### config.mk
export PLATFORM = sky130hd
export DESIGN_NAME = time_set_ctrl
export DESIGN_NICKNAME = d
export VERILOG_FILES = /design/src/rtl/clock_pkg.sv /design/src/rtl/key_debounce.sv /design/src/rtl/time_set_ctrl.sv
export SDC_FILE = /design/constraint.sdc
export NUM_CORES = 1
export LEC_CHECK = 0
export CORE_MARGIN = 2
export CORE_UTILIZATION = 45
export CTS_CLUSTER_SIZE = 25
export DETAILED_ROUTE_END_ITERATION = 16
export DONT_BUFFER_PORTS = 1
export GPL_TIMING_DRIVEN = 0
export SLEW_MARGIN = 10
export SYNTH_ARGS = -nofsm -noshare
export SYNTH_HDL_FRONTEND = slang
export SYNTH_SLANG_ARGS = --single-unit
### constraint.sdc
create_clock -name CLOCK_50 -period 5.98 [get_ports CLOCK_50]
set_input_delay 1.794 -clock CLOCK_50 [delete_from_list [all_inputs] [get_ports CLOCK_50]]
set_output_delay 1.794 -clock CLOCK_50 [all_outputs]
set_load 0.02 [all_outputs]
### src/rtl/clock_pkg.sv
// Shared definitions for the digital clock: edit-FSM encodings, field widths,
// field limits and the wrap-around stepping helpers used by the time-set controller.
package clock_pkg;

    typedef enum logic [1:0] {
        ST_RUN       = 2'd0,
        ST_EDIT_HOUR = 2'd1,
        ST_EDIT_MIN  = 2'd2,
        ST_COMMIT    = 2'd3
    } edit_state_e;

    localparam int HOUR_W = 5;
    localparam int MIN_W  = 6;

    localparam logic [HOUR_W-1:0] MAX_HOUR = 5'd23;
    localparam logic [MIN_W-1:0]  MAX_MIN  = 6'd59;

    function automatic logic [HOUR_W-1:0] step_hour(input logic [HOUR_W-1:0] h,
                                                    input logic up);
        if (up)
            step_hour = (h == MAX_HOUR) ? '0 : h + 1'b1;
        else
            step_hour = (h == '0) ? MAX_HOUR : h - 1'b1;
    endfunction

    function automatic logic [MIN_W-1:0] step_min(input logic [MIN_W-1:0] m,
                                                  input logic up);
        if (up)
            step_min = (m == MAX_MIN) ? '0 : m + 1'b1;
        else
            step_min = (m == '0) ? MAX_MIN : m - 1'b1;
    endfunction

endpackage

### src/rtl/key_debounce.sv
// Push-button conditioner: 2-FF synchroniser, stability counter and a single-cycle
// press pulse on each debounced high-to-low transition of an active-low key.
module key_debounce
    import clock_pkg::*;
#(
    parameter int DEBOUNCE_CYCLES = 500_000
) (
    input  logic CLOCK_50,
    input  logic rst_n,
    input  logic key_n,
    output logic press
);

    localparam int CNT_W = (DEBOUNCE_CYCLES > 1) ? $clog2(DEBOUNCE_CYCLES) : 1;
    localparam logic [CNT_W-1:0] CNT_LAST = CNT_W'(DEBOUNCE_CYCLES - 1);

    logic             sync1_q, sync1_d;
    logic             sync2_q, sync2_d;
    logic             stable_q, stable_d;
    logic [CNT_W-1:0] cnt_q, cnt_d;

    // Synchronisers idle at the released level so reset never looks like a press.
    always_ff @(posedge CLOCK_50 or negedge rst_n) begin
        if (!rst_n) begin
            sync1_q  <= 1'b1;
            sync2_q  <= 1'b1;
            stable_q <= 1'b1;
            cnt_q    <= '0;
        end else begin
            sync1_q  <= sync1_d;
            sync2_q  <= sync2_d;
            stable_q <= stable_d;
            cnt_q    <= cnt_d;
        end
    end

    always_comb begin
        sync1_d  = key_n;
        sync2_d  = sync1_q;
        stable_d = stable_q;
        cnt_d    = '0;
        press    = 1'b0;
        if (sync2_q != stable_q) begin
            if (cnt_q == CNT_LAST) begin
                stable_d = sync2_q;
                press    = ~sync2_q;
            end else begin
                cnt_d = cnt_q + 1'b1;
            end
        end
    end

endmodule

### src/rtl/time_set_ctrl.sv
// Front-panel time-setting controller: debounced keys drive an hours-then-minutes
// edit FSM that issues a one-cycle load strobe and per-field blink blanking.
module time_set_ctrl
    import clock_pkg::*;
#(
    parameter int DEBOUNCE_CYCLES = 500_000,
    parameter int BLINK_CYCLES    = 12_500_000,
    parameter int TIMEOUT_CYCLES  = 500_000_000
) (
    input  logic              CLOCK_50,
    input  logic              rst_n,
    input  logic              key_mode_n,
    input  logic              key_up_n,
    input  logic              key_down_n,
    input  logic [HOUR_W-1:0] cur_hours,
    input  logic [MIN_W-1:0]  cur_minutes,
    output logic              load,
    output logic [HOUR_W-1:0] load_hours,
    output logic [MIN_W-1:0]  load_minutes,
    output logic              editing,
    output logic              blank_hours,
    output logic              blank_minutes
);

    localparam int TO_W = (TIMEOUT_CYCLES > 1) ? $clog2(TIMEOUT_CYCLES) : 1;
    localparam logic [TO_W-1:0] TO_LAST = TO_W'(TIMEOUT_CYCLES - 1);

    // One blink period spans two half-periods: visible then blank.
    localparam int BL_W = $clog2(2 * BLINK_CYCLES);
    localparam logic [BL_W-1:0] BL_LAST = BL_W'(2 * BLINK_CYCLES - 1);
    localparam logic [BL_W-1:0] BL_HALF = BL_W'(BLINK_CYCLES);

    logic mode_p, up_p, down_p;

    edit_state_e       state_q, state_d;
    logic [HOUR_W-1:0] hours_q, hours_d;
    logic [MIN_W-1:0]  minutes_q, minutes_d;
    logic [TO_W-1:0]   to_q, to_d;
    logic [BL_W-1:0]   bl_q, bl_d;

    logic in_edit, any_key, step_ok;

    key_debounce #(.DEBOUNCE_CYCLES(DEBOUNCE_CYCLES)) u_key_mode (
        .CLOCK_50 (CLOCK_50),
        .rst_n    (rst_n),
        .key_n    (key_mode_n),
        .press    (mode_p)
    );

    key_debounce #(.DEBOUNCE_CYCLES(DEBOUNCE_CYCLES)) u_key_up (
        .CLOCK_50 (CLOCK_50),
        .rst_n    (rst_n),
        .key_n    (key_up_n),
        .press    (up_p)
    );

    key_debounce #(.DEBOUNCE_CYCLES(DEBOUNCE_CYCLES)) u_key_down (
        .CLOCK_50 (CLOCK_50),
        .rst_n    (rst_n),
        .key_n    (key_down_n),
        .press    (down_p)
    );

    always_ff @(posedge CLOCK_50 or negedge rst_n) begin
        if (!rst_n) begin
            state_q   <= ST_RUN;
            hours_q   <= '0;
            minutes_q <= '0;
            to_q      <= '0;
            bl_q      <= '0;
        end else begin
            state_q   <= state_d;
            hours_q   <= hours_d;
            minutes_q <= minutes_d;
            to_q      <= to_d;
            bl_q      <= bl_d;
        end
    end

    assign in_edit = (state_q == ST_EDIT_HOUR) || (state_q == ST_EDIT_MIN);
    assign any_key = mode_p | up_p | down_p;
    // Mode beats a step; opposing up+down cancel each other.
    assign step_ok = in_edit && !mode_p && (up_p ^ down_p);

    always_comb begin
        state_d   = state_q;
        hours_d   = hours_q;
        minutes_d = minutes_q;
        to_d      = '0;
        bl_d      = (bl_q == BL_LAST) ? '0 : bl_q + 1'b1;

        case (state_q)
            ST_RUN: begin
                bl_d = '0;
                if (mode_p) begin
                    state_d   = ST_EDIT_HOUR;
                    hours_d   = cur_hours;
                    minutes_d = cur_minutes;
                end
            end
            ST_EDIT_HOUR, ST_EDIT_MIN: begin
                to_d = any_key ? '0 : to_q + 1'b1;
                if (mode_p) begin
                    state_d = (state_q == ST_EDIT_HOUR) ? ST_EDIT_MIN : ST_COMMIT;
                    bl_d    = '0;
                end else if (step_ok) begin
                    bl_d = '0;
                    if (state_q == ST_EDIT_HOUR)
                        hours_d = step_hour(hours_q, up_p);
                    else
                        minutes_d = step_min(minutes_q, up_p);
                end else if (!any_key && (to_q == TO_LAST)) begin
                    state_d = ST_RUN;
                end
            end
            ST_COMMIT: begin
                state_d = ST_RUN;
            end
            default: begin
                state_d = ST_RUN;
            end
        endcase
    end

    assign load          = (state_q == ST_COMMIT);
    assign load_hours    = hours_q;
    assign load_minutes  = minutes_q;
    assign editing       = in_edit;
    assign blank_hours   = (state_q == ST_EDIT_HOUR) && (bl_q >= BL_HALF);
    assign blank_minutes = (state_q == ST_EDIT_MIN)  && (bl_q >= BL_HALF);

endmodule

==> metrics.md <==
| Metric | Value |
|---|---|
| Final core utilization | 0.516 |
| LEAKAGE | approximately 3.3 nW |
| Period minus WS final | around 4.2 ns |
| Crit path max fanout | 5 |
| Sw Ratio | 0.205 |
| Largest net degree at the start of global routing | 134 |
| Post-synth net total | roughly 790 |
| Synthesis Warnings | 0 |
| Setup_tns | 0 ns |
| Data required time of the critical path | 4.19 ns |
| Flop pwr share | 0.436 |
| Yosys cell types | 59 |
| Layout cells sized above 1 | 0.0825 |
| Synth top area share | 0.431 |
| Max Cap Viol | 0 |
| Synth top area cells | dfrtp_1 43%, xor2_1 7.7%, nor2_1 6.2%, xnor2_1 5.0%, nand3_1 3.5% |
| Most common flop cell mapped by yosys | dfrtp_1 |
| Global Route Usage Sum | 0.196 |
| Row Count | 46 |
| DR DRC count | 0 |
| CTS Buf Count | 17 |
| Largest area contributor in the netlist | dfrtp_1 |
| Clock root buffer master | clkbuf_16 |
| Hold WC Path Type | reg -> reg |
| Rel. slew slack | 0.385 |
| Fill count | 1455 |
| Global-route wire length before repair | roughly 26000 µm |
| Commonest non-fill, non-tap cells in the layout | 124 x dfrtp_1, 118 x nor2_1, 63 x xor2_1 |
| Post-synth design cell area | about 7000 µm² |
| Die footprint | 17000 µm² |
| Number of setup violations in the final report | 0 |
| H-tree Lvls | 4 |
| RSZ-0062 raised after global routing | false |
| Worst Tran Pin Value | 0.915 ns |
| Max rail drop VDD | approximately 0.00019 V |
| Clock buffer depth | 2 |
| Cells after Synth | 756 |
| DIE HEIGHT | about 130 µm |
| GPL Wtd Cong | slightly above 0.8 |
| PD cells | 259 nW/µm² |
| Total power | 2.11 mW |
| Psw | between 0.4 and 0.5 mW |
| I/O pin count | 31 |
| Post-synth ARST share | 1.00 |
| WS Path Type | reg -> out |
| Worst hold path depth | 0 |
| Via-to-Cell Ratio | 5.46 |
| Sequential cell area fraction in the yosys report | 0.464 |
| Area growth syn-to-layout | 13.0% |
| Post-route cell area | slightly above 8000 µm² |
| Via Count | 5490 |
| Drt pass-1 iters | 5 |
| Status | finished clean |
| Initial antenna violation count | 1 |
| Detail Placement HPWL | around 11000 µm |
| Total area of sequential cells | around 3300 µm² |
| Syn_area_per_cell | 9.52 µm² |
| Area after DPL | between 7000 and 8000 µm² |
| Port bufs | 0 |
| Clock skew | approximately 0.011 ns |
| Multi-input gate area | 3640 µm² |
| DIE WIDTH | 130 µm |
| DP Cell Count | between 900 and 1k |
| Clock Latency Late Sink | ~0.42 ns |
| Fin nets | just over 800 |
| Clk slew on worst S/H paths | 0.06 ns |
| DP Worst Slack | 2.21 ns |
| Number of enable flip-flop cells after synthesis | 0 |
| Worst Path Arrival | 2.45 ns |
| Post-cts resize count | 0 |
| Routed WL | 15700 µm |
| Vias in the first global route | around 5.3k |
| Final non-filler cell total | around 1k |
| CTS hold repair buffers | 0 |
| First DRT Iteration DRCs | 347 |
| Logic pwr share | 0.011 |
| Tcrit/Tclk final | 0.710 |
| Initial Util | 0.456 |
| Clock sink total | around 130 |
| Detail Route Antenna Nets | 0 |
| CTS tree | done |
| Hold Slack | about 0.36 ns |
| CP Launch Type | register |
| GRT Residual Overflow | 0 |
| Post-layout worst setup margin | between 1.5 and 2 ns |
| Final max-slew violation count | 0 |
| Total setup buffers inserted after CTS | 0 |
| Int Power | 1.67 mW |
| Most common cell after layout, fill and taps aside | dfrtp_1 |
| Wire per inst | roughly 16 µm |
| Yosys reg bits | between 100 and 150 |
| Core ar. | about 16000 µm² |
| Highest clock rate | between 200 and 250 MHz |
| Hold Violations, Final | 0 |
| Clock power frac | 0.553 |
| R2R cell count | 8 |
| Critical Path End Type | primary output |
[cells by family (layout without fill, tap and decap cells)]
logic type,Yosys count,count (layout),synth area share
fa+ha+maj,15,15,0.0261
mux,18,18,0.0266
simple gates,368,368,0.265
other cells,0,1,0
buf+inv,52,84,0.0303
compound gates,65,65,0.0588
xor+xnor,105,105,0.129
flops,133,133,0.464
[per-layer routing]
layer	global-route usage	wire, µm	vias up
li1	-	-	2684
met5	0	0	-
met3	0.0647	808	14
met4	0.0670	194	0
met1	0.253	7120	2717
met2	0.311	7570	75
[critical path, cell delays in order, from the launching register on]
cell	delay, ns
dfrtp_1	0.42
nor4_1	0.57
a21oi_1	0.13
o21ai_0	0.18
o211ai_1	0.11
a311oi_1	0.39
nor2_1	0.21
[state kept, by name, summed over array words and instances, names as in the netlist, 2 cells and up]
| name | count |
|---|---|
| load_hours | 5 |
| bl_q | 25 |
| state_q | 2 |
| to_q | 29 |
| u_key_mode.cnt_q | 19 |
| u_key_up.cnt_q | 19 |
| load_minutes | 6 |
| u_key_down.cnt_q | 19 |
[final cells by class]
class,count,share of cell area
clock buffers,18,0.0540
clock inverters,14,0.0277
flip-flops and latches,133,0.411
plain buffers,25,0.0143
inverters,27,0.0125
diodes,1,0.000308
well taps,216,0.0332
multi-input cells,571,0.447
[final timing paths]
| path | startpoint | end | slack, ns |
|---|---|---|---|
| worst max-delay path | bl_q[7] | blank_hours | 1.74 |
| worst min-delay path | u_key_mode.sync1_q | u_key_mode.sync2_q | 0.36 |
| worst max register to register | u_key_down.cnt_q[0] | load_hours[0] | 3.15 |
| worst min register to register | u_key_mode.sync1_q | u_key_mode.sync2_q | 0.36 |
| max in group asynchronous | rst_n | u_key_up.stable_q | 4.67 |
| min in group asynchronous | rst_n | bl_q[12] | 1.07 |
[synth_stat cells (5+ instances only)]
library cell and instances:
dfrtp_1 124, clkbuf_1 17, o21ai_0 19, dfstp_2 9
mux2i_1 12, buf_4 5, nor2_1 118, and4_1 9
nor3_1 39, nand3_1 50, nor4_1 6, ha_1 15
nand2_1 45, or3_1 10, xnor2_1 41, xor2_1 63
a21oi_1 14, and3_1 16, o22ai_1 5, inv_1 27
nor4b_1 5, nor2b_1 10, nand4_1 35
[power by group through the flow]
| stage | clock (mW) | sequential (mW) | combinational [mW] |
|---|---|---|---|
| 2_1_floorplan | 0 | 0.932 | 0.0191 |
| 5_1_grt | 1.24 | 0.919 | 0.0275 |
| 3_5_place_dp | 0 | 0.934 | 0.0239 |
| 4_1_cts | 1.19 | 0.918 | 0.0242 |
| 6_report | 1.16 | 0.918 | 0.0237 |
| 3_3_place_gp | 0 | 0.933 | 0.0232 |
Note: power is estimated with default switching activity, not from simulation.
